--- src/rtl/vga_timing_pkg.sv ---
`default_nettype none
// ---------------------------------------------------------------------------
// vga_timing_pkg - default 640x480@60 raster constants shared by the VGA path
// Rev 1.0
// ---------------------------------------------------------------------------
package vga_timing_pkg;

  localparam int C_H_VISIBLE = 640;
  localparam int C_H_FRONT   = 16;
  localparam int C_H_SYNC    = 96;
  localparam int C_H_BACK    = 48;
  localparam int C_V_VISIBLE = 480;
  localparam int C_V_FRONT   = 10;
  localparam int C_V_SYNC    = 2;
  localparam int C_V_BACK    = 33;
  localparam bit C_SYNC_POL  = 1'b0;
  localparam int C_CW        = 10;

  localparam int C_H_TOTAL      = C_H_VISIBLE + C_H_FRONT + C_H_SYNC + C_H_BACK;
  localparam int C_V_TOTAL      = C_V_VISIBLE + C_V_FRONT + C_V_SYNC + C_V_BACK;
  localparam int C_H_SYNC_START = C_H_VISIBLE + C_H_FRONT;
  localparam int C_H_SYNC_END   = C_H_SYNC_START + C_H_SYNC - 1;
  localparam int C_V_SYNC_START = C_V_VISIBLE + C_V_FRONT;
  localparam int C_V_SYNC_END   = C_V_SYNC_START + C_V_SYNC - 1;

  // Maps "inside the sync pulse" onto the physical pin level.
  function automatic logic sync_level(input logic in_pulse, input logic pol);
    return in_pulse ? pol : ~pol;
  endfunction

endpackage
`default_nettype wire

--- src/rtl/vga_axis_counter.sv ---
`default_nettype none
// ---------------------------------------------------------------------------
// vga_axis_counter - one raster axis: wrapping counter plus active/sync decode
// Rev 1.0
// ---------------------------------------------------------------------------
module vga_axis_counter
  import vga_timing_pkg::*;
#(
  parameter int VISIBLE  = C_H_VISIBLE,
  parameter int FRONT    = C_H_FRONT,
  parameter int SYNC     = C_H_SYNC,
  parameter int BACK     = C_H_BACK,
  parameter bit SYNC_POL = C_SYNC_POL,
  parameter int CW       = C_CW
) (
  input  logic          clk,
  input  logic          rst,
  input  logic          en,
  output logic [CW-1:0] cnt,
  output logic          wrap,
  output logic          active,
  output logic          sync_raw
);

  localparam int            C_TOTAL      = VISIBLE + FRONT + SYNC + BACK;
  localparam logic [CW-1:0] C_LAST       = CW'(C_TOTAL - 1);
  localparam logic [CW-1:0] C_VIS        = CW'(VISIBLE);
  localparam logic [CW-1:0] C_SYNC_START = CW'(VISIBLE + FRONT);
  localparam logic [CW-1:0] C_SYNC_END   = CW'(VISIBLE + FRONT + SYNC - 1);

  logic [CW-1:0] cnt_q, cnt_d;

  // Wrap by explicit compare so non-power-of-two totals behave.
  always_comb begin
    cnt_d = cnt_q;
    if (en) begin
      cnt_d = (cnt_q == C_LAST) ? '0 : cnt_q + CW'(1);
    end
  end

  always_ff @(posedge clk or posedge rst) begin
    if (rst) begin
      cnt_q <= '0;
    end else begin
      cnt_q <= cnt_d;
    end
  end

  assign cnt      = cnt_q;
  assign wrap     = en && (cnt_q == C_LAST);
  assign active   = (cnt_q < C_VIS);
  assign sync_raw = sync_level((cnt_q >= C_SYNC_START) && (cnt_q <= C_SYNC_END), SYNC_POL);

endmodule
`default_nettype wire

--- src/rtl/vga_timing_gen.sv ---
`default_nettype none
// ---------------------------------------------------------------------------
// vga_timing_gen - VGA raster timing: registered sync, DE, coordinates, SOF
// Rev 1.0
// ---------------------------------------------------------------------------
module vga_timing_gen
  import vga_timing_pkg::*;
#(
  parameter int H_VISIBLE = C_H_VISIBLE,
  parameter int H_FRONT   = C_H_FRONT,
  parameter int H_SYNC    = C_H_SYNC,
  parameter int H_BACK    = C_H_BACK,
  parameter int V_VISIBLE = C_V_VISIBLE,
  parameter int V_FRONT   = C_V_FRONT,
  parameter int V_SYNC    = C_V_SYNC,
  parameter int V_BACK    = C_V_BACK,
  parameter bit SYNC_POL  = C_SYNC_POL,
  parameter int CW        = C_CW
) (
  input  logic          clk,
  input  logic          rst,
  output logic          hsync,
  output logic          vsync,
  output logic          de,
  output logic [CW-1:0] pix_x,
  output logic [CW-1:0] pix_y,
  output logic          frame_start
);

  logic [CW-1:0] h_cnt, v_cnt;
  logic          h_wrap, v_wrap, h_active, v_active, h_sync, v_sync;

  vga_axis_counter #(
    .VISIBLE (H_VISIBLE), .FRONT(H_FRONT), .SYNC(H_SYNC), .BACK(H_BACK),
    .SYNC_POL(SYNC_POL),  .CW(CW)
  ) u_h_axis (
    .clk     (clk),
    .rst     (rst),
    .en      (1'b1),
    .cnt     (h_cnt),
    .wrap    (h_wrap),
    .active  (h_active),
    .sync_raw(h_sync)
  );

  vga_axis_counter #(
    .VISIBLE (V_VISIBLE), .FRONT(V_FRONT), .SYNC(V_SYNC), .BACK(V_BACK),
    .SYNC_POL(SYNC_POL),  .CW(CW)
  ) u_v_axis (
    .clk     (clk),
    .rst     (rst),
    .en      (h_wrap),
    .cnt     (v_cnt),
    .wrap    (v_wrap),
    .active  (v_active),
    .sync_raw(v_sync)
  );

  logic          hsync_q, hsync_d, vsync_q, vsync_d, de_q, de_d;
  logic          frame_start_q, frame_start_d, origin_q, origin_d;
  logic [CW-1:0] pix_x_q, pix_x_d, pix_y_q, pix_y_d;

  // origin_q tracks "counters sit at (0,0)": true out of reset and after each frame wrap.
  always_comb begin
    de_d          = h_active && v_active;
    hsync_d       = h_sync;
    vsync_d       = v_sync;
    pix_x_d       = de_d ? h_cnt : '0;
    pix_y_d       = de_d ? v_cnt : '0;
    frame_start_d = origin_q;
    origin_d      = v_wrap;
  end

  always_ff @(posedge clk or posedge rst) begin
    if (rst) begin
      hsync_q       <= ~SYNC_POL;
      vsync_q       <= ~SYNC_POL;
      de_q          <= 1'b0;
      pix_x_q       <= '0;
      pix_y_q       <= '0;
      frame_start_q <= 1'b0;
      origin_q      <= 1'b1;
    end else begin
      hsync_q       <= hsync_d;
      vsync_q       <= vsync_d;
      de_q          <= de_d;
      pix_x_q       <= pix_x_d;
      pix_y_q       <= pix_y_d;
      frame_start_q <= frame_start_d;
      origin_q      <= origin_d;
    end
  end

  assign hsync       = hsync_q;
  assign vsync       = vsync_q;
  assign de          = de_q;
  assign pix_x       = pix_x_q;
  assign pix_y       = pix_y_q;
  assign frame_start = frame_start_q;

endmodule
`default_nettype wire

--- config.mk ---
export PLATFORM = sky130hd
export DESIGN_NAME = vga_timing_gen
export DESIGN_NICKNAME = d
export VERILOG_FILES = /design/src/rtl/vga_timing_pkg.sv /design/src/rtl/vga_axis_counter.sv /design/src/rtl/vga_timing_gen.sv
export SDC_FILE = /design/constraint.sdc
export NUM_CORES = 1
export LEC_CHECK = 0
export CAP_MARGIN = 20
export CORE_ASPECT_RATIO = 1.75
export CORE_MARGIN = 4
export CORE_UTILIZATION = 55
export CTS_BUF_LIST = sky130_fd_sc_hd__clkbuf_4 sky130_fd_sc_hd__clkbuf_8
export DETAILED_ROUTE_END_ITERATION = 10
export GPL_TIMING_DRIVEN = 0
export PLACE_DENSITY = 0.89
export SLEW_MARGIN = 20
export SYNTH_ARGS = -nofsm -noshare
export SYNTH_HDL_FRONTEND = slang
export SYNTH_SLANG_ARGS = --single-unit
--- constraint.sdc ---
create_clock -name clk -period 2.25 [get_ports clk]
set_clock_uncertainty 0.2 [all_clocks]
set_input_delay 0.225 -clock clk [delete_from_list [all_inputs] [get_ports clk]]
set_output_delay 0.225 -clock clk [all_outputs]
set_load 0.05 [all_outputs]
==> impl_metrics.sql <==
INSERT INTO impl_metrics (metric_group, metric, value, unit) VALUES
('floorplanning', 'floorplan.rows', '27', ''),
('global_routing', 'grt_first_pass_wirelength', '5840', 'um'),
('clock_tree', 'cts_htree_levels', '2', ''),
('cells_and_area', 'instances_no_fill', '235', ''),
('yosys', 'synth_area_per_cell', '11.7', 'um^2'),
('setup_path', 'reg2reg_slack', '0.21', 'ns'),
('detailed_routing', 'drt_iter0_drc', '31', ''),
('outcome', 'status', 'finished clean', ''),
('clock_tree', 'cts.root.buffer_cell', 'sky130_fd_sc_hd__clkbuf_8', ''),
('setup_path', 'reg2regPathDepth', '5', ''),
('detailed_routing', 'avgViaCountPerCell', '5.44', ''),
('setup_path', 'rr_startpoint', 'u_h_axis.cnt[0]', ''),
('power_and_ir_drop', 'p_leak', '1.06', 'nW'),
('setup_path', 'cp-startpoint', 'u_h_axis.cnt[0]', ''),
('yosys', 'ys_seq_elements', '45', ''),
('yosys', 'yosys.area.top_type', 'sky130_fd_sc_hd__dfrtp_1', ''),
('setup_path', 'critPathCaptureType', 'flop', ''),
('detailed_routing', 'postRouteWirelength', '3330', 'um'),
('setup_path', 'path_cells', 'ha_1, and3_1, nand4_1, nor2_1, a221o_1', ''),
('clock_tree', 'ctsLongestPathBuffers', '2', ''),
('setup_path', 'critPathLaunchType', 'flop', ''),
('floorplanning', 'core-area', '3210', 'um^2'),
('floorplanning', 'floorplan.initialDensity', '0.577', ''),
('cells_and_area', 'fillCellCount', '229', ''),
('detailed_routing', 'detail_route.wl_per_cell', '14.2', 'um'),
('detailed_routing', 'final_antenna_net_count', '0', ''),
('setup_path', 'crit_path_class', 'reg2reg', ''),
('yosys', 'ys_top_cells_by_area', 'sky130_fd_sc_hd__dfrtp_1 57%, sky130_fd_sc_hd__and2_1 4.4%, sky130_fd_sc_hd__dfstp_2 4.3%', ''),
('clock_tree', 'worst_setup_hold_path_clk_slew', '0.08', 'ns'),
('placement', 'dpl.hpwl', '2390', 'um'),
('placement', 'place_ws', '0.250', 'ns'),
('sta', 'holdWs', '0.0771', 'ns'),
('sta', 'slew-limit-headroom', '0.662', ''),
('setup_path', 'crit_required', '2.29', 'ns'),
('sta', 'grt_setup_unrepaired', 'false', ''),
('global_routing', 'grt_pass1_vias', '1284', ''),
('power_and_ir_drop', 'report.power.total', '0.00146', 'W'),
('sta', 'maxClockFrequency', '490', 'MHz'),
('yosys', 'syn_area', '1850', 'um^2'),
('cells_and_area', 'drive_above_1_share', '0.0990', ''),
('setup_path', 'critical_path.max_stage_delay', '0.42', 'ns'),
('setup_path', 'cp_num_buf_inv', '0', ''),
('yosys', 'ys_warn_count', '0', ''),
('yosys', 'post_synth_num_cell_types', '34', ''),
('sta', 'count_of_endpoints_failing_hold_in_the_final_timing_report', '0', ''),
('placement', 'place.gp.congestion', '0.804', ''),
('sta', 'tns_setup', '0', 'ns'),
('clock_tree', 'post_cts.repair.setup_buffers', '0', ''),
('power_and_ir_drop', 'ir_drop', '0.000610', 'V'),
('placement', 'placedCellCount', '227', ''),
('setup_path', 'crit_path_max_delay_cell_type', 'sky130_fd_sc_hd__dfrtp_1', ''),
('detailed_routing', 'vias', '1278', ''),
('floorplanning', 'pin_count', '26', ''),
('yosys', 'post-synth-top-area-fraction', '0.568', ''),
('yosys', 'syn-num-nets', '165', ''),
('clock_tree', 'clock_sinks', '45', ''),
('floorplanning', 'floorplan.die_area', '4400', 'um^2'),
('sta', 'layout_min_cycle_time', '2.04', 'ns'),
('global_routing', 'groute.usage.overall', '0.178', ''),
('placement', 'portBuffers', '25', ''),
('detailed_routing', 'detailedRoute.firstPassIterationCount', '4', ''),
('setup_path', 'critical-path-top-delay-family', 'simple AND/OR/NAND/NOR gates', ''),
('detailed_routing', 'remaining_drc_errors', '0', ''),
('clock_tree', 'clock_tree_from_tritoncts', 'built', ''),
('floorplanning', 'die-height', '84.8', 'um'),
('clock_tree', 'clock_insertion_delay_worst_skew', '0.29', 'ns'),
('sta', 'timing_worst_slew_pin_value', '0.505', 'ns'),
('cells_and_area', 'num-nets-final', '198', ''),
('yosys', 'ys_seq_area_frac', '0.610', ''),
('run', 'max-cap-violations', '0', ''),
('setup_path', 'max_fanout_on_critical_path', '7', '');
==> cell families after synthesis <==
kind of cell / after synthesis / share of synthesized area
AND/OR/NAND/NOR: 72 / 0.229
flip-flops: 45 / 0.610
AO/OA/AOI/OAI: 15 / 0.0527
XOR/XNOR: 10 / 0.0473
buffers and inverters: 10 / 0.0250
adder cells (fa/ha/maj): 5 / 0.0338
other: 1 / 0.00203
==> synth_stat cells, drive strengths merged <==
library cell   n
nor4bb         1
o31ai          1
a221o          1
xor2           4
nor4b          1
nor4           1
a21oi          2
nand4b         1
inv            7
ha             5
conb           1
dfrtp         42
nand3          8
nor3b          1
o21ai          8
and2          14
nor2b          1
nand2          7
and4           3
clkbuf         1
a22o           3
and3           2
or3            2
nand4          6
dfstp          3
nor3           9
xnor2          6
buf            2
nor2          13
nand2b         2
==> power by group <==
part | switching [W] | internal, W | total, W
Clock | 0.000248 | 0.000374 | 0.000622
Combinational | 0.0000193 | 0.00000802 | 0.0000274
Sequential | 0.000000172 | 0.000809 | 0.000809
Total | 0.000268 | 0.00119 | 0.00146
==> cells in the final DEF, fill, tap and decap left out, drive strengths merged, types with 2 or more instances in the layout <==
cell	netlist	layout
a21oi	2	2
a22o	3	3
and2	14	14
and3	2	2
and4	3	3
buf	2	3
clkbuf	1	8
clkdlybuf4s50	0	25
dfrtp	42	42
dfstp	3	3
ha	5	5
inv	7	7
nand2	7	7
nand2b	2	2
nand3	8	8
nand4	6	6
nor2	13	13
nor3	9	9
o21ai	8	8
or3	2	2
xnor2	6	6
xor2	4	4
==> layout make-up <==
cell class / count / area, um^2 / share of cell area
buffer: 3 / 20.0 / 0.00869
clock buffer: 7 / 90.1 / 0.0391
clock inverter: 1 / 30.0 / 0.0130
inverter: 7 / 26.3 / 0.0114
multi-input combinational: 103 / 676 / 0.293
sequential: 45 / 1130 / 0.490
tap: 43 / 53.8 / 0.0234
timing repair buffer: 26 / 278 / 0.121
==> sequential cells by signal, summed over array words and instances, names as in the netlist, 10 cells and up <==
| register | flops |
|---|---|
| pix_x | 10 |
| pix_y | 10 |
| u_h_axis.cnt | 10 |
| u_v_axis.cnt | 10 |
==> layer usage <==
| metal | track usage | vias to the layer above | part of all wire |
|---|---|---|---|
| met5 | 0 | - | 0 |
| met4 | 0.0883 | 0 | 0.018 |
| met3 | 0.0533 | 4 | 0.058 |
| met2 | 0.297 | 50 | 0.53 |
| met1 | 0.198 | 620 | 0.39 |
| li1 | - | 604 | - |
==> path summary, 6_finish.rpt <==
kind / endpoint
min: u_h_axis.cnt[2]
min in group clk: frame_start
max: u_v_axis.cnt[3]
max in group asynchronous: frame_start_d
min reg2reg: frame_start
max reg2reg: u_v_axis.cnt[3]
==> stage by stage <==
stage	utilization	area, um^2
global route	0.718	2300
detailed placement	0.680	2180
floorplan	-	1850
CTS	0.718	2300
global placement	0.672	2160
finish	0.718	2300
(Power assumes the default switching activity.)
